File: config.mk
export PLATFORM = sky130hd
export DESIGN_NAME = mem_stage_dport_flat
export DESIGN_NICKNAME = d
export VERILOG_FILES = /design/src/rtl/mem_stage_dport_if.sv /design/src/rtl/mem_stage_dport.sv /design/src/flat_wrapper.sv
export SDC_FILE = /design/constraint.sdc
export NUM_CORES = 1
export LEC_CHECK = 0
export ABC_CLOCK_PERIOD_IN_PS = 2700
export CELL_PAD_IN_SITES_DETAIL_PLACEMENT = 1
export CELL_PAD_IN_SITES_GLOBAL_PLACEMENT = 2
export CORE_ASPECT_RATIO = 0.8
export CORE_MARGIN = 4
export CORE_UTILIZATION = 28
export CTS_CLUSTER_SIZE = 30
export DETAILED_ROUTE_END_ITERATION = 10
export PLACE_DENSITY_LB_ADDON = 0.1
export SETUP_SLACK_MARGIN = 0.4
export SLEW_MARGIN = 30
export SYNTH_ARGS = -nofsm -noshare
export SYNTH_HDL_FRONTEND = slang
export SYNTH_SLANG_ARGS = --single-unit
File: constraint.sdc
create_clock -name clk -period 2.7 [get_ports clk]
set_input_delay 0.27 -clock clk [delete_from_list [all_inputs] [get_ports clk]]
set_output_delay 0.27 -clock clk [all_outputs]
set_load 0.005 [all_outputs]
File: src/rtl/mem_stage_dport_if.sv
// Bus bundle between the MEM-stage data-port controller, the EX_MEM register,
// the data cache and the hazard unit.
interface mem_stage_dport_if #(
    parameter int STALL_CNT_W = 16
);
    logic                   mem_valid;
    logic                   mem_read;
    logic                   mem_write;
    logic [2:0]             funct3;
    logic [31:0]            addr;
    logic [31:0]            wdata;
    logic                   mem_advance;
    logic                   flush;
    logic                   dmem_read;
    logic                   dmem_write;
    logic [31:0]            dmem_address;
    logic [31:0]            dmem_wdata;
    logic [3:0]             dmem_mbe;
    logic                   dmem_resp;
    logic [31:0]            dmem_rdata;
    logic                   dmem_read_dp;
    logic                   data_resp_dp;
    logic [31:0]            load_data;
    logic                   mem_fault;
    logic [STALL_CNT_W-1:0] stall_cycles;

    modport slave (
        input  mem_valid, mem_read, mem_write, funct3, addr, wdata, mem_advance, flush,
        input  dmem_resp, dmem_rdata,
        output dmem_read, dmem_write, dmem_address, dmem_wdata, dmem_mbe,
        output dmem_read_dp, data_resp_dp, load_data, mem_fault, stall_cycles
    );

    modport master (
        output mem_valid, mem_read, mem_write, funct3, addr, wdata, mem_advance, flush,
        output dmem_resp, dmem_rdata,
        input  dmem_read, dmem_write, dmem_address, dmem_wdata, dmem_mbe,
        input  dmem_read_dp, data_resp_dp, load_data, mem_fault, stall_cycles
    );
endinterface

File: src/rtl/mem_stage_dport.sv
// MEM-stage data-port controller: latches one load/store, holds the cache request
// until dmem_resp, formats byte lanes and load data, and counts stall cycles.
module mem_stage_dport #(
    parameter int STALL_CNT_W = 16
) (
    input logic               clk,
    input logic               rst,
    mem_stage_dport_if.slave  bus_if
);
    typedef enum logic [1:0] {
        ST_IDLE = 2'd0,
        ST_REQ  = 2'd1,
        ST_DONE = 2'd2
    } state_e;

    state_e                 state_q, state_d;
    logic [31:0]            addr_q, addr_d;
    logic [31:0]            wdata_q, wdata_d;
    logic [31:0]            load_data_q, load_data_d;
    logic [2:0]             funct3_q, funct3_d;
    logic                   dir_q, dir_d;
    logic                   fault_q, fault_d;
    logic                   drop_q, drop_d;
    logic [STALL_CNT_W-1:0] stall_q, stall_d;
    logic                   accept_s;
    logic                   bad_s;

    function automatic logic access_bad(input logic [2:0] f3, input logic [1:0] lo,
                                        input logic rd, input logic wr);
        logic bad;
        case (f3)
            3'b000:  bad = 1'b0;
            3'b001:  bad = lo[0];
            3'b010:  bad = (lo != 2'b00);
            3'b100:  bad = wr;
            3'b101:  bad = wr | lo[0];
            default: bad = 1'b1;
        endcase
        return bad | (rd & wr);
    endfunction

    function automatic logic [3:0] store_mbe(input logic [2:0] f3, input logic [1:0] lo);
        logic [3:0] m;
        case (f3[1:0])
            2'b00:   m = 4'b0001 << lo;
            2'b01:   m = 4'b0011 << lo;
            default: m = 4'b1111;
        endcase
        return m;
    endfunction

    function automatic logic [31:0] format_load(input logic [2:0] f3, input logic [1:0] lo,
                                                input logic [31:0] rdata);
        logic [31:0] sh;
        logic [31:0] res;
        sh = rdata >> {lo, 3'b000};
        case (f3)
            3'b000:  res = {{24{sh[7]}}, sh[7:0]};
            3'b001:  res = {{16{sh[15]}}, sh[15:0]};
            3'b100:  res = {24'h000000, sh[7:0]};
            3'b101:  res = {16'h0000, sh[15:0]};
            default: res = rdata;
        endcase
        return res;
    endfunction

    // Both-direction requests are accepted so they can be reported as faults.
    assign accept_s = bus_if.mem_valid & (bus_if.mem_read | bus_if.mem_write) & ~bus_if.flush;
    assign bad_s    = access_bad(bus_if.funct3, bus_if.addr[1:0], bus_if.mem_read, bus_if.mem_write);

    // State and datapath registers.
    always_ff @(posedge clk or negedge rst) begin
        if (!rst) begin
            state_q     <= ST_IDLE;
            addr_q      <= 32'h0000_0000;
            wdata_q     <= 32'h0000_0000;
            load_data_q <= 32'h0000_0000;
            funct3_q    <= 3'b000;
            dir_q       <= 1'b0;
            fault_q     <= 1'b0;
            drop_q      <= 1'b0;
            stall_q     <= {STALL_CNT_W{1'b0}};
        end else begin
            state_q     <= state_d;
            addr_q      <= addr_d;
            wdata_q     <= wdata_d;
            load_data_q <= load_data_d;
            funct3_q    <= funct3_d;
            dir_q       <= dir_d;
            fault_q     <= fault_d;
            drop_q      <= drop_d;
            stall_q     <= stall_d;
        end
    end

    // Next-state and datapath update.
    always_comb begin
        state_d     = state_q;
        addr_d      = addr_q;
        wdata_d     = wdata_q;
        load_data_d = load_data_q;
        funct3_d    = funct3_q;
        dir_d       = dir_q;
        fault_d     = fault_q;
        drop_d      = drop_q;
        stall_d     = stall_q;
        case (state_q)
            ST_IDLE: begin
                if (accept_s) begin
                    addr_d   = bus_if.addr;
                    wdata_d  = bus_if.wdata;
                    funct3_d = bus_if.funct3;
                    dir_d    = bus_if.mem_write;
                    drop_d   = 1'b0;
                    if (bad_s) begin
                        state_d     = ST_DONE;
                        fault_d     = 1'b1;
                        load_data_d = 32'h0000_0000;
                    end else begin
                        state_d = ST_REQ;
                        fault_d = 1'b0;
                    end
                end else begin
                    state_d = ST_IDLE;
                end
            end
            ST_REQ: begin
                stall_d = (stall_q == {STALL_CNT_W{1'b1}}) ? stall_q
                        : stall_q + {{(STALL_CNT_W-1){1'b0}}, 1'b1};
                // The cache cannot abort, so a flush only marks the result for discard.
                if (bus_if.dmem_resp) begin
                    drop_d = 1'b0;
                    if (drop_q | bus_if.flush) begin
                        state_d = ST_IDLE;
                    end else begin
                        state_d     = ST_DONE;
                        load_data_d = dir_q ? 32'h0000_0000
                                    : format_load(funct3_q, addr_q[1:0], bus_if.dmem_rdata);
                    end
                end else begin
                    drop_d = drop_q | bus_if.flush;
                end
            end
            ST_DONE: begin
                if (bus_if.flush | bus_if.mem_advance) begin
                    state_d = ST_IDLE;
                end else begin
                    state_d = ST_DONE;
                end
            end
            default: state_d = ST_IDLE;
        endcase
    end

    // Output decode from registered state.
    always_comb begin
        bus_if.dmem_read    = 1'b0;
        bus_if.dmem_write   = 1'b0;
        bus_if.dmem_address = 32'h0000_0000;
        bus_if.dmem_wdata   = 32'h0000_0000;
        bus_if.dmem_mbe     = 4'b0000;
        bus_if.dmem_read_dp = 1'b0;
        bus_if.data_resp_dp = 1'b0;
        case (state_q)
            ST_IDLE: bus_if.dmem_read_dp = bus_if.mem_valid & bus_if.mem_read & ~bus_if.flush;
            ST_REQ: begin
                bus_if.dmem_read    = ~dir_q;
                bus_if.dmem_write   = dir_q;
                bus_if.dmem_address = {addr_q[31:2], 2'b00};
                bus_if.dmem_wdata   = wdata_q << {addr_q[1:0], 3'b000};
                bus_if.dmem_mbe     = dir_q ? store_mbe(funct3_q, addr_q[1:0]) : 4'b1111;
                bus_if.dmem_read_dp = ~dir_q;
            end
            ST_DONE: bus_if.data_resp_dp = 1'b1;
            default: bus_if.data_resp_dp = 1'b0;
        endcase
        bus_if.load_data    = load_data_q;
        bus_if.mem_fault    = fault_q & (state_q == ST_DONE);
        bus_if.stall_cycles = stall_q;
    end
endmodule

File: src/flat_wrapper.sv
// flat-port wrapper written by rule: the top's interface ports become plain ports
module mem_stage_dport_flat 
#(
    parameter int STALL_CNT_W = 16
)
  (clk, rst, bus_if_mem_valid, bus_if_mem_read, bus_if_mem_write, bus_if_funct3, bus_if_addr, bus_if_wdata, bus_if_mem_advance, bus_if_flush, bus_if_dmem_resp, bus_if_dmem_rdata, bus_if_dmem_read, bus_if_dmem_write, bus_if_dmem_address, bus_if_dmem_wdata, bus_if_dmem_mbe, bus_if_dmem_read_dp, bus_if_data_resp_dp, bus_if_load_data, bus_if_mem_fault, bus_if_stall_cycles);
  mem_stage_dport_if #(.STALL_CNT_W(STALL_CNT_W)) bus_if_i ();
  input logic clk;
  input logic rst;
  input wire logic [$bits(bus_if_i.mem_valid)-1:0] bus_if_mem_valid;
  input wire logic [$bits(bus_if_i.mem_read)-1:0] bus_if_mem_read;
  input wire logic [$bits(bus_if_i.mem_write)-1:0] bus_if_mem_write;
  input wire logic [$bits(bus_if_i.funct3)-1:0] bus_if_funct3;
  input wire logic [$bits(bus_if_i.addr)-1:0] bus_if_addr;
  input wire logic [$bits(bus_if_i.wdata)-1:0] bus_if_wdata;
  input wire logic [$bits(bus_if_i.mem_advance)-1:0] bus_if_mem_advance;
  input wire logic [$bits(bus_if_i.flush)-1:0] bus_if_flush;
  input wire logic [$bits(bus_if_i.dmem_resp)-1:0] bus_if_dmem_resp;
  input wire logic [$bits(bus_if_i.dmem_rdata)-1:0] bus_if_dmem_rdata;
  output wire logic [$bits(bus_if_i.dmem_read)-1:0] bus_if_dmem_read;
  output wire logic [$bits(bus_if_i.dmem_write)-1:0] bus_if_dmem_write;
  output wire logic [$bits(bus_if_i.dmem_address)-1:0] bus_if_dmem_address;
  output wire logic [$bits(bus_if_i.dmem_wdata)-1:0] bus_if_dmem_wdata;
  output wire logic [$bits(bus_if_i.dmem_mbe)-1:0] bus_if_dmem_mbe;
  output wire logic [$bits(bus_if_i.dmem_read_dp)-1:0] bus_if_dmem_read_dp;
  output wire logic [$bits(bus_if_i.data_resp_dp)-1:0] bus_if_data_resp_dp;
  output wire logic [$bits(bus_if_i.load_data)-1:0] bus_if_load_data;
  output wire logic [$bits(bus_if_i.mem_fault)-1:0] bus_if_mem_fault;
  output wire logic [$bits(bus_if_i.stall_cycles)-1:0] bus_if_stall_cycles;
  assign bus_if_i.mem_valid = bus_if_mem_valid;
  assign bus_if_i.mem_read = bus_if_mem_read;
  assign bus_if_i.mem_write = bus_if_mem_write;
  assign bus_if_i.funct3 = bus_if_funct3;
  assign bus_if_i.addr = bus_if_addr;
  assign bus_if_i.wdata = bus_if_wdata;
  assign bus_if_i.mem_advance = bus_if_mem_advance;
  assign bus_if_i.flush = bus_if_flush;
  assign bus_if_i.dmem_resp = bus_if_dmem_resp;
  assign bus_if_i.dmem_rdata = bus_if_dmem_rdata;
  assign bus_if_dmem_read = bus_if_i.dmem_read;
  assign bus_if_dmem_write = bus_if_i.dmem_write;
  assign bus_if_dmem_address = bus_if_i.dmem_address;
  assign bus_if_dmem_wdata = bus_if_i.dmem_wdata;
  assign bus_if_dmem_mbe = bus_if_i.dmem_mbe;
  assign bus_if_dmem_read_dp = bus_if_i.dmem_read_dp;
  assign bus_if_data_resp_dp = bus_if_i.data_resp_dp;
  assign bus_if_load_data = bus_if_i.load_data;
  assign bus_if_mem_fault = bus_if_i.mem_fault;
  assign bus_if_stall_cycles = bus_if_i.stall_cycles;
  mem_stage_dport #(.STALL_CNT_W(STALL_CNT_W)) u_core (.clk(clk), .rst(rst), .bus_if(bus_if_i));
endmodule
* Yosys cells after proc, flatten, opt, wreduce, memory -nomap -nowiden
Cells that the tools add are included.
Word-level totals: bits in registers 120, latch bits 0, RAM bits 0, ROM bits 0, bits of input ports 107, output and inout bits 121, logic and storage cells 80, memories kept 0
Cells by class: add/sub/neg operators 1, multipliers 0, divide/modulo/power cells 0, $lt $le $gt $ge 0, equality and inequality tests 15, shifts and indexed selects 4, muxes and demuxes 27, bitwise operators 14, reductions and logical operators 10
Operator list (count):
- $mux W32 | 7
- $pmux W32 S4 | 1
- $pmux W32 S2 | 1
- $shl A32 B5 Y32 | 1
- $shr A32 B5 Y16 | 1
- $add A16 B1 Y16 const B | 1
- $eq A16 B16 Y1 const B | 1
- $eq A3 B3 Y1 const B | 4
- $mux W2 | 5
- $mux W4 | 2
- $pmux W4 S2 | 1
- $and A1 B1 Y1 | 6
- $eq A3 B1 Y1 const B | 2
- $logic_not A3 Y1 | 2
- $mux W1 | 6
- $pmux W2 S3 | 1
- $reduce_and A2 Y1 | 3
- $or A1 B1 Y1 | 5
- $pmux W1 S5 | 1
- $reduce_and A5 Y1 | 1
- $eq A2 B1 Y1 const B | 2
- $logic_not A2 Y1 | 2
- $ne A2 B1 Y1 const B | 2
- $ne A2 B2 Y1 const B | 2
- 7 further kinds | 11

* Logic depth before layout (Yosys ltp)
Gate-level depths: netlist (run 1).
word-level depth 6, mapped depth 7, mapped depth without buffers 5

* Worst setup path after synthesis (run 1)
OpenSTA, ideal clock, no wires.
kind register to output, start point register u_core.addr_q[0], end point output bus_if_dmem_wdata[25], data arrival time 1.535 ns, required time 2.430 ns, setup slack 0.895 ns, stages on the path, launching flop included 7, path buffers 4, cells stage by stage dfrtp_1 -> buf_4 -> buf_2 -> buf_4 -> buf_4 -> a211oi_1 -> a211oi_1
Between the ends: word-level cells in the longest chain between the ends 2
Ends and longest elaborated chain:
- from (decl) | line mem_stage_dport.sv:17 | logic [31:0] addr_q, addr_d;
- from (signal assigned) | line mem_stage_dport.sv:85 | addr_q <= addr_d;
- $shl A32 B5 Y32 | line mem_stage_dport.sv:170 | bus_if.dmem_wdata = wdata_q << {addr_q[1:0], 3'b000};
- $mux W32 | line mem_stage_dport.sv:164 | case (state_q)
- to (decl) | line flat_wrapper.sv:23 | output wire logic [$bits(bus_if_i.dmem_wdata)-1:0] bus_if_dmem_wdata;
Every way passes these cells.

* Worst setup path in the final report (run 1)
start point register u_core.addr_q[0], end point output bus_if_dmem_wdata[1]
The elaborated chain is that of the path after synthesis.

==> reports/qor.yml, run 1 <==
yosys:
  ys_ff_latch: 120
  ys_seq_area_frac: 0.483
  synth_top_cell_area_share: 0.483
  yosysWarnings: 0
  synth_area_sq_mm: 0.00621
  avgSynthCellArea_sq_um: 9.19
  synthTopCellsByArea: "dfrtp_1 (48%), nand2_1 (13%), a221o_1 (4.8%)"
  yosysUniqueCellTypes: 49
  synth_commonest_cells: "nand2_1 (212), dfrtp_1 (120), nor2_1 (46)"
  synthCells: 676
  ys_async_sr_fraction: 1.00
  synth_top_flop_cell: "dfrtp_1"
  synthMostInstantiatedCell: "nand2_1"
  synth_edf_count: 0
  yosysTopAreaCell: "dfrtp_1"
clocking:
  clock_insertion_delay_worst_skew_ns: 0.43
  clock_sinks: 120
  clk_path_buf_depth: 2
  root_buffer: "clkbuf_16"
  cts_tree: "yes"
  clk_pin_slew_worst_paths_ns: 0.06
  htree_levels: 4
  numCtsBuffers: 17
timing:
  worst_slew_pin_slew_ns: 0.920
  fin_skew_ns: 0.0103
  fin_crit_ns: 2.26
  min_period_over_period: 0.837
  setup_violations: 0
  rsz0062_at_grt: "true"
  slew_viol_final: 0
  max_slew_margin: 0.387
  hold_viol_final: 0
  setup-tns-final_ns: 0
  fmax_ghz: 0.443
power_and_ir_drop:
  p_sw_frac: 0.306
  p_per_area_mw_per_mm2: 653
  switchingPower_uw: 1910
  intPower_uw: 4350
  power_leakage_uw: 0.00441
  comb_power_share: 0.238
  pwr-share-seq: 0.379
  ir_drop_mv: 0.422
  clock_power_share: 0.383
  power_uw: 6260
worst_setup_path:
  cp_slowest_cell: "dfrtp_4"
  slowest_delay_ns: 0.51
  required_ns: 2.43
  crit_chain: "buf_12, nor2_4, and2_4, clkdlybuf4s50_1"
  cp.arrival_ns: 1.99
  cp-end-kind: "output port"
  crit_buf_inv: 2
  path_class: "flop to output port"
  worstPathMaxFanout: 26
  crit_family: "buffers and inverters"
  setup.worst_path.start_class: "flop"
floorplan:
  core_area_sq_mm: 0.0217
  die_h_um: 141
  start_util: 0.287
  die_w_um: 175
  die-area_sq_mm: 0.0246
  row_count: 48
  io_pins: 228
finish:
  area_growth_pct: 54.4
  fillers: 2444
  fin_cells: 1215
  drive_above_1_share: 0.115
  diodes: 0
  nets: 1010
  final_util: 0.442
detailed_routing:
  drt-initial-drc-count: 225
  firstDrtPassIters: 4
  antenna_left: 0
  vias_per_cell: 4.78
  totalWireLength_mm: 22.8
  wl_per_cell_um: 18.8
  drc: 0
  via_count: 5805
global_routing:
  grt_first_pass_wirelength_mm: 36.3
  track_usage: 0.185
  antenna_found_initial: 3
  grt_max_degree: 70
  grt_pass1_vias: 6423
  gr-total-overflow: 0
place:
  placedCellCount: 1172
  port_buffers: 225
  dpl.hpwl_mm: 16.6
  gp_congestion: 0.772
flow_run:
  maxCapViolations: 0
min_path:
  hold_class: "input pin to flop"
run_status:
  status: "completed"
==> power by group through the flow <==
stage / registers [uW] / clock network, uW / logic (uW)
floorplan: 2300 / 0 / 833
global placement: 2410 / 0 / 1380
detailed placement: 2420 / 0 / 1410
CTS: 2380 / 2440 / 1500
global route: 2420 / 2530 / 1660
finish: 2370 / 2400 / 1490
==> metrics by stage <==
step                      setup slack [ns]  area [sq um]  hold WS, ns
after floorplan                      0.895          6220      -0.0256
final                                0.441          9590        0.369
after detailed placement             0.225          8770        0.371
after global routing                 0.364          9590        0.371
after global placement               0.336          8770        0.365
after CTS                            0.286          9520        0.362
==> cell usage in the layout (no fill, tap or decap), types with 4 or more instances in the layout <==
| cell | count |
|---|---|
| buf_4 | 18 |
| nand2_1 | 211 |
| dlygate4sd2_1 | 19 |
| clkdlybuf4s50_1 | 202 |
| clkinvlp_4 | 4 |
| a211oi_2 | 5 |
| clkbuf_16 | 17 |
| dfrtp_2 | 4 |
| buf_6 | 4 |
| a221o_1 | 30 |
| a22oi_1 | 7 |
| a21oi_1 | 14 |
| mux2i_1 | 25 |
| buf_12 | 6 |
| a211oi_1 | 17 |
| nor2b_1 | 12 |
| and3_1 | 4 |
| nor3_1 | 8 |
| a2bb2oi_1 | 7 |
| xor2_1 | 7 |
| dfrtp_1 | 115 |
| o21ai_0 | 9 |
| nand3_1 | 4 |
| nand4_1 | 8 |
| mux2_2 | 10 |
| and2_1 | 39 |
| nor2_1 | 43 |
==> routing by layer <==
layer,wire [um],up-vias,track usage
met5,35,-,0
met2,10800,147,0.303
met4,261,6,0.0421
li1,-,2769,-
met3,1220,27,0.0528
met1,10500,2856,0.244
==> state kept, by name, indices dropped and copies added (netlist names) <==
register,count
u_core.funct3_q,3
u_core.state_q,2
u_core.bus_if.stall_cycles,16
u_core.drop_q,1
u_core.dir_q,1
u_core.addr_q,32
u_core.fault_q,1
u_core.wdata_q,32
u_core.bus_if.load_data,32
==> path summary, 6_finish.rpt <==
| check | startpoint | endpoint | slack, ns | cells past startpoint |
|---|---|---|---|---|
| setup / recovery | u_core.addr_q[0]$_DFFE_PN0P_ | bus_if_dmem_wdata[1] | 0.44 | 4 |
| hold / removal | bus_if_wdata[19] | u_core.wdata_q[19]$_DFFE_PN0P_ | 0.37 | 3 |
| setup reg to reg | u_core.addr_q[0]$_DFFE_PN0P_ | u_core.bus_if.load_data[12]$_DFFE_PN0P_ | 0.49 | 5 |
| hold reg to reg | u_core.addr_q[27]$_DFFE_PN0P_ | u_core.addr_q[27]$_DFFE_PN0P_ | 0.46 | 2 |
| max in group asynchronous | rst | u_core.addr_q[24]$_DFFE_PN0P_ | 1.56 | 3 |
| min in group asynchronous | rst | u_core.bus_if.stall_cycles[8]$_DFFE_PN0P_ | 0.43 | 2 |
==> area by class of cell <==
| cell class | count | area [sq um] | area share |
|---|---|---|---|
| timing repair buffer | 253 | 2540 | 0.264 |
| clock inverter | 14 | 174 | 0.0181 |
| clock buffer | 18 | 439 | 0.0458 |
| tap | 300 | 375 | 0.0391 |
| inverter | 4 | 15.0 | 0.00157 |
| sequential | 120 | 3010 | 0.314 |
| multi-input combinational | 506 | 3040 | 0.317 |
==> cell families (layout without fill, tap and decap cells) <==
family,count (synthesis),after routing,share of synthesized area
AOI/OAI and AO/OA,106,106,0.137
muxes,38,38,0.0661
buffers and inverters,51,289,0.0417
and+or+nand+nor,350,350,0.257
adders and majority gates,1,1,0.00201
DFF,120,120,0.483
other,1,2,0.000604
xor gates and xnor gates,9,9,0.0127
==> worst min-delay path, cell delays in order <==
cell and delay (ns):
clkdlybuf4s50_1 0.39, nand2_1 0.05, nand2_1 0.04
==> timing repair <==
item / 4_1_cts / 5_1_grt
resized for setup: 44 / 12
hold endpoints to repair: 48 / 0
setup buffers: 8 / 2
setup endpoints to repair: 85 / 61
pin swaps: 10 / 3
hold buffers: 1 / 0
(Power assumes the default switching activity.)
==> run 2, diff against run 1 <==
ABC_CLOCK_PERIOD_IN_PS = 2210   (was 2700)
CORE_UTILIZATION = 26   (was 28)
clock period = 2.21 ns   (was 2.7 ns; I/O delays follow)
==> run 2 against run 1 <==
Effect of this change:
- worst hold slack lost 0.043 ns
- critical path depth grew 3
- core utilization grew 5.7 points
- clock skew grew 0.0011 ns
- non-clock buffer count grew 95
- register-to-register slack lost 0.34 ns
- sequential share of layout area shrank 5.7 points
- die area grew 7.3%
- setup slack lost 0.29 ns
- first-iteration DRC count grew 11%
- cell area grew 22%
==> reports/qor.yml, run 2 (same netlist as run 1, synthesis figures left out) <==
worst_setup_path:
  required_ns: 2.52  # was 2.43 ns
  crit_buf_inv: 3  # was 2
  crit_family: "compound AO/OA/AOI/OAI gates"  # was buffers and inverters
  cp_slowest_cell: "dfrtp_2"  # was dfrtp_4
  cp_common_cell: "buf_6"
  worstPathMaxFanout: 8  # was 26
  setup.worst_path.start_class: "flop"  # unchanged
  crit_chain: "buf_6, buf_12, mux2_4, a221oi_2, buf_6, a311oi_2, a221o_1"  # was buf_12, nor2_4, and2_4, clkdlybuf4s50_1
  cp-end-kind: "flop"  # was output port
  slowest_delay_ns: 0.53  # was 0.51 ns
  r2r_cells: 7  # was 5
  path_class: "flop to flop"  # was flop to output port
  cp.arrival_ns: 2.36  # was 1.99 ns
  r2r_slack_ns: 0.15  # was 0.49 ns
  r2r-end: "u_core.bus_if.load_data[14]$_DFFE_PN0P_"  # was u_core.bus_if.load_data[12]$_DFFE_PN0P_
  r2r_start: "u_core.addr_q[0]$_DFFE_PN0P_"  # unchanged
detailed_routing:
  firstDrtPassIters: 4  # unchanged
  drt-initial-drc-count: 249  # was 225
  via_count: 6456  # was 5805
  totalWireLength_mm: 28.3  # was 22.8 mm
  vias_per_cell: 4.87  # was 4.78
  drc: 0  # unchanged
  wl_per_cell_um: 21.4  # was 18.8 um
  antenna_left: 0  # unchanged
clocking:
  root_buffer: "clkbuf_16"  # unchanged
  clock_sinks: 120  # unchanged
  cts_tree: "yes"  # unchanged
  clk_path_buf_depth: 2  # unchanged
  htree_levels: 4  # unchanged
  clock_insertion_delay_worst_skew_ns: 0.43  # about the same
  clk_pin_slew_worst_paths_ns: 0.06  # about the same
  numCtsBuffers: 17  # unchanged
global_routing:
  gr-total-overflow: 0  # unchanged
  grt_max_degree: 46  # was 70
  grt_pass1_vias: 6796  # was 6423
  track_usage: 0.181  # was 0.185
  antenna_found_initial: 4  # was 3
  grt_first_pass_wirelength_mm: 38.4  # was 36.3 mm
finish:
  area_growth_pct: 88.7  # was 54.4%
  area.sequential_sq_mm: 0.00301  # unchanged
  multi_input_area_sq_mm: 0.00377  # was 0.00304 sq mm
  nets: 1106  # was 1010
  fillers: 2552  # was 2444
  drive_above_1_share: 0.415  # was 0.115
  final_common_cell: "nand2_1"  # unchanged
  layout_common_cells: "nand2_1 (162), clkdlybuf4s50_1 (153), dfrtp_1 (113)"  # was nand2_1 (211), clkdlybuf4s50_1 (202), dfrtp_1 (115)
timing:
  worst_slew_pin_slew_ns: 0.614  # was 0.920 ns
  hold_viol_final: 0  # unchanged
  fmax_ghz: 0.486
  whs_ns: 0.326  # was 0.369 ns
  min_period_over_period: 0.931
  slew_viol_final: 0  # unchanged
  max_slew_margin: 0.591  # was 0.387
  fin_crit_ns: 2.06
  setup_slack_ns: 0.153  # was 0.441 ns
  rsz0062_at_grt: "true"  # unchanged
  setup_violations: 0  # unchanged
  fin_skew_ns: 0.0115  # was 0.0103 ns
place:
  port_buffers: 225  # unchanged
  gp_congestion: 0.777  # was 0.772
  place_ws_ns: -0.112  # was 0.225 ns
  dpl.hpwl_mm: 16.4  # was 16.6 mm
power_and_ir_drop:
  ir_drop_mv: 0.603  # was 0.422 mV
  power_leakage_uw: 0.00537  # was 0.00441 uW
  p_per_area_mw_per_mm2: 760  # was 653 mW/mm^2
floorplan:
  die_w_um: 181  # was 175 um
  die_h_um: 146  # was 141 um
  io_pins: 228  # unchanged
  row_count: 50  # was 48
  core_area_sq_mm: 0.0235  # was 0.0217 sq mm
  die-area_sq_mm: 0.0264  # was 0.0246 sq mm
  start_util: 0.265  # was 0.287
min_path:
  hold_class: "input pin to flop"  # unchanged
  min_from: "bus_if_addr[5]"  # was bus_if_wdata[19]
  whs_path_depth: 3  # unchanged
  hold-path-endpoint: "u_core.addr_q[5]$_DFFE_PN0P_"  # was u_core.wdata_q[19]$_DFFE_PN0P_
flow_run:
  maxCapViolations: 0  # unchanged
run_status:
  status: "completed"  # unchanged
==> run 2: cell types whose count changed in the layout (fill, tap and decap cells not counted), moves of 18 or more <==
| cell | change |
|---|---|
| and2_1 | -30 |
| and2_4 | +31 |
| buf_2 | +40 |
| buf_4 | +26 |
| buf_6 | +47 |
| clkbuf_16 | +19 |
| clkdlybuf4s50_1 | -49 |
| dlygate4sd2_1 | -18 |
| nand2_1 | -49 |
| nand2_2 | +35 |
==> run 2: per-layer routing <==
layer	track usage	vias up	wire [um]	share of wire
li1	-	2988	-	-
met1	0.233	3269	12700	0.45
met2	0.296	175	13700	0.49
met3	0.0575	22	1590	0.056
met4	0.0506	2	303	0.011
met5	0	-	8	0.00028
==> run 2: cell type report <==
type                            instances  share of cell area
Timing Repair Buffer                  348               0.332
Multi-Input combinational cell        507               0.322
Sequential cell                       120               0.257
Clock buffer                           19              0.0378
Tap cell                              312              0.0333
Clock inverter                         13              0.0167
Inverter                                4             0.00149
Antenna cell                            3            0.000641
==> run 2: how the worst max path moves through the flow <==
stage                                       start                                       to  slack, ns  depth (start not counted)
finish               u_core.addr_q[0]$_DFFE_PN0P_  u_core.bus_if.load_data[14]$_DFFE_PN0P_       0.15                          7
global route         u_core.addr_q[0]$_DFFE_PN0P_                    bus_if_dmem_wdata[16]       0.07                          6
CTS                 u_core.state_q[0]$_DFFE_PN0N_                     bus_if_dmem_wdata[0]       0.15                          8
detailed placement                   bus_if_flush  u_core.bus_if.load_data[26]$_DFFE_PN0P_      -0.11                          5
global placement                     bus_if_flush  u_core.bus_if.load_data[20]$_DFFE_PN0P_       0.02                          5
floorplan            u_core.addr_q[0]$_DFFE_PN0P_  u_core.bus_if.load_data[10]$_DFFE_PN0P_       0.43                          5
==> run 2: power by group <==
part / leakage [uW] / internal (uW) / switching (uW)
clock: 0.000300 / 1930 / 1120
sequential: 0.00155 / 2570 / 406
combinational: 0.00352 / 1590 / 1290
total: 0.00537 / 6090 / 2820
==> run 2: worst reg2reg max path, cell delays in order, from the launching register on <==
cell,delay [ns]
dfrtp_2,0.53
buf_6,0.17
buf_12,0.11
mux2_4,0.30
a221oi_2,0.30
buf_6,0.20
a311oi_2,0.05
a221o_1,0.27
==> run 2: timing repair <==
| action | CTS | global route |
|---|---|---|
| endpoints found under the hold margin | 43 | 0 |
| hold buffers | 1 | 0 |
| buffers inserted | 37 | 21 |
| resized for setup | 391 | 199 |
| endpoints found under the setup margin | 146 | 187 |
| pin swaps | 28 | 108 |
| gates cloned | 6 | 28 |
==> run 2: metrics by stage <==
stage / cell area, sq um / total power, uW / setup TNS (ns) / util / instances
floorplan: 6220 / 3820 / 0 / - / 677
detailed placement: 8930 / 4720 / -1.48 / 0.381 / 1198
global placement: 8930 / 4660 / 0 / 0.381 / 1198
global route: 11700 / 9320 / 0 / 0.499 / 1324
finish: 11700 / 8900 / 0 / 0.500 / 1326
CTS: 10300 / 8260 / 0 / 0.439 / 1274
==> run 3, diff against run 2 <==
CTS_CLUSTER_SIZE = 24   (was 30)
RECOVER_POWER = 50   (was unset)
==> run 3 against run 2 <==
Effect of this change:
- total power fell by 0.35%
- largest power group unchanged
- clock power about the same
- final cell count did not move
==> reports/qor.yml, run 3 (same netlist as run 1, synthesis figures left out) <==
detailed_routing:
  totalWireLength_mm: 28.3  # about the same
  antenna_left: 0  # unchanged
  vias_per_cell: 4.87  # about the same
  firstDrtPassIters: 4  # unchanged
  drc: 0  # unchanged
  via_count: 6451  # was 6456
  wl_per_cell_um: 21.3  # was 21.4 um
  drt-initial-drc-count: 234  # was 249
global_routing:
  grt_pass1_vias: 6796  # unchanged
  grt_first_pass_wirelength_mm: 38.4  # unchanged
  gr-total-overflow: 0  # unchanged
  track_usage: 0.181  # unchanged
  antenna_found_initial: 4  # unchanged
  grt_max_degree: 46  # unchanged
finish:
  layout_common_cells: "nand2_1 (162), dfrtp_1 (116), clkdlybuf4s50_1 (107)"  # was nand2_1 (162), clkdlybuf4s50_1 (153), dfrtp_1 (113)
  fillers: 2554  # was 2552
  final_common_cell: "nand2_1"  # unchanged
  area.sequential_sq_mm: 0.00301  # about the same
  nets: 1106  # unchanged
  drive_above_1_share: 0.407  # was 0.415
  multi_input_area_sq_mm: 0.00375  # was 0.00377 sq mm
  area_growth_pct: 88.1  # was 88.7%
  fin_cells: 1326  # unchanged
clocking:
  numCtsBuffers: 17  # unchanged
  clock_insertion_delay_worst_skew_ns: 0.43  # about the same
  clk_pin_slew_worst_paths_ns: 0.06  # about the same
  clock_sinks: 120  # unchanged
  clk_path_buf_depth: 2  # unchanged
  root_buffer: "clkbuf_16"  # unchanged
  cts_tree: "yes"  # unchanged
  htree_levels: 4  # unchanged
floorplan:
  io_pins: 228  # unchanged
  die_w_um: 181  # unchanged
  start_util: 0.265  # unchanged
  core_area_sq_mm: 0.0235  # unchanged
  row_count: 50  # unchanged
  die_h_um: 146  # unchanged
  die-area_sq_mm: 0.0264  # unchanged
timing:
  slew_viol_final: 0  # unchanged
  hold_viol_final: 0  # unchanged
  min_period_over_period: 0.930  # was 0.931
  worst_slew_pin_slew_ns: 1.18  # was 0.614 ns
  rsz0062_at_grt: "true"  # unchanged
  fin_crit_ns: 2.05  # was 2.06 ns
  fmax_ghz: 0.487  # was 0.486 GHz
  max_slew_margin: 0.210  # was 0.591
  setup_violations: 0  # unchanged
  fin_skew_ns: 0.0116  # was 0.0115 ns
  setup-tns-final_ns: 0  # unchanged
power_and_ir_drop:
  p_per_area_mw_per_mm2: 759  # was 760 mW/mm^2
  power_uw: 8870  # was 8900 uW
  ir_drop_mv: 0.605  # was 0.603 mV
  power_leakage_uw: 0.00553  # was 0.00537 uW
worst_setup_path:
  path_class: "flop to flop"  # unchanged
  setup.worst_path.start_class: "flop"  # unchanged
  cp.arrival_ns: 2.36  # about the same
  cp-end-kind: "flop"  # unchanged
  required_ns: 2.51  # was 2.52 ns
  r2r_slack_ns: 0.16  # was 0.15 ns
  worstPathMaxFanout: 8  # unchanged
min_path:
  hold_class: "input pin to flop"  # unchanged
flow_run:
  maxCapViolations: 0  # unchanged
place:
  placedCellCount: 1198  # unchanged
  gp_congestion: 0.777  # unchanged
  port_buffers: 225  # unchanged
  dpl.hpwl_mm: 16.4  # unchanged
run_status:
  status: "completed"  # unchanged
==> run 3: cell count changes in the layout (fill, tap and decap cells not counted), moves of 2 or more <==
cell | before | now
nor3_1 | 2 | 4
clkdlybuf4s50_1 | 153 | 107
nor3_2 | 7 | 5
dfrtp_1 | 113 | 116
dfrtp_2 | 7 | 4
dlygate4sd3_1 | 1 | 47
==> run 3: area by class of cell <==
cell class | count | area share
Antenna cell | 3 | 0.000642
Clock buffer | 19 | 0.0379
Clock inverter | 13 | 0.0167
Inverter | 4 | 0.00150
Multi-Input combinational cell | 507 | 0.321
Sequential cell | 120 | 0.257
Tap cell | 312 | 0.0334
Timing Repair Buffer | 348 | 0.332
==> run 3: power by group <==
part | total (uW) | internal [uW] | switching [uW] | leakage (uW)
clock | 3050 | 1930 | 1120 | 0.000300
combinational | 2850 | 1570 | 1290 | 0.00367
sequential | 2960 | 2560 | 403 | 0.00156
total | 8870 | 6060 | 2810 | 0.00553
==> run 3: per-stage QoR <==
| stage | worst slack (ns) | util | hold WS, ns | area [sq um] |
|---|---|---|---|---|
| after floorplan | 0.433 | - | -0.0746 | 6220 |
| after global placement | 0.0224 | 0.381 | 0.264 | 8930 |
| after detailed placement | -0.112 | 0.381 | 0.273 | 8930 |
| after CTS | 0.152 | 0.439 | 0.309 | 10300 |
| after global routing | 0.0741 | 0.498 | 0.322 | 11700 |
| final | 0.155 | 0.498 | 0.324 | 11700 |
==> run 3: path summary, 6_finish.rpt <==
| path | startpoint | end | cells past startpoint |
|---|---|---|---|
| min in group asynchronous | rst | u_core.bus_if.stall_cycles[9]$_DFFE_PN0P_ | 2 |
| setup / recovery | u_core.addr_q[0]$_DFFE_PN0P_ | u_core.bus_if.load_data[14]$_DFFE_PN0P_ | 7 |
| hold reg to reg | u_core.addr_q[28]$_DFFE_PN0P_ | u_core.addr_q[28]$_DFFE_PN0P_ | 2 |
| max in group asynchronous | rst | u_core.state_q[1]$_DFFE_PN0N_ | 3 |
| hold / removal | bus_if_addr[5] | u_core.addr_q[5]$_DFFE_PN0P_ | 3 |
| setup reg to reg | u_core.addr_q[0]$_DFFE_PN0P_ | u_core.bus_if.load_data[14]$_DFFE_PN0P_ | 7 |
==> run 3: what timing repair did <==
| action | 4_1_cts | 5_1_grt |
|---|---|---|
| setup buffers | 37 | 21 |
| cloned | 6 | 28 |
| resized for setup | 391 | 199 |
| endpoints found under the hold margin | 43 | 0 |
| pin swaps | 28 | 108 |
| endpoints found under the setup margin | 146 | 187 |
| hold buffers | 1 | 0 |
==> run 3: critical path: stages (launching register included) <==
cell and delay, ns:
dfrtp_2 0.53, buf_6 0.17, buf_12 0.11, mux2_4 0.30, a221oi_2 0.30, buf_6 0.20
a311oi_2 0.05, a221o_1 0.27
==> run 3: layer usage <==
layer	track usage	wire length [um]
met4	0.0506	308
met1	0.233	12600
met2	0.296	13700
met5	0	8
met3	0.0575	1680
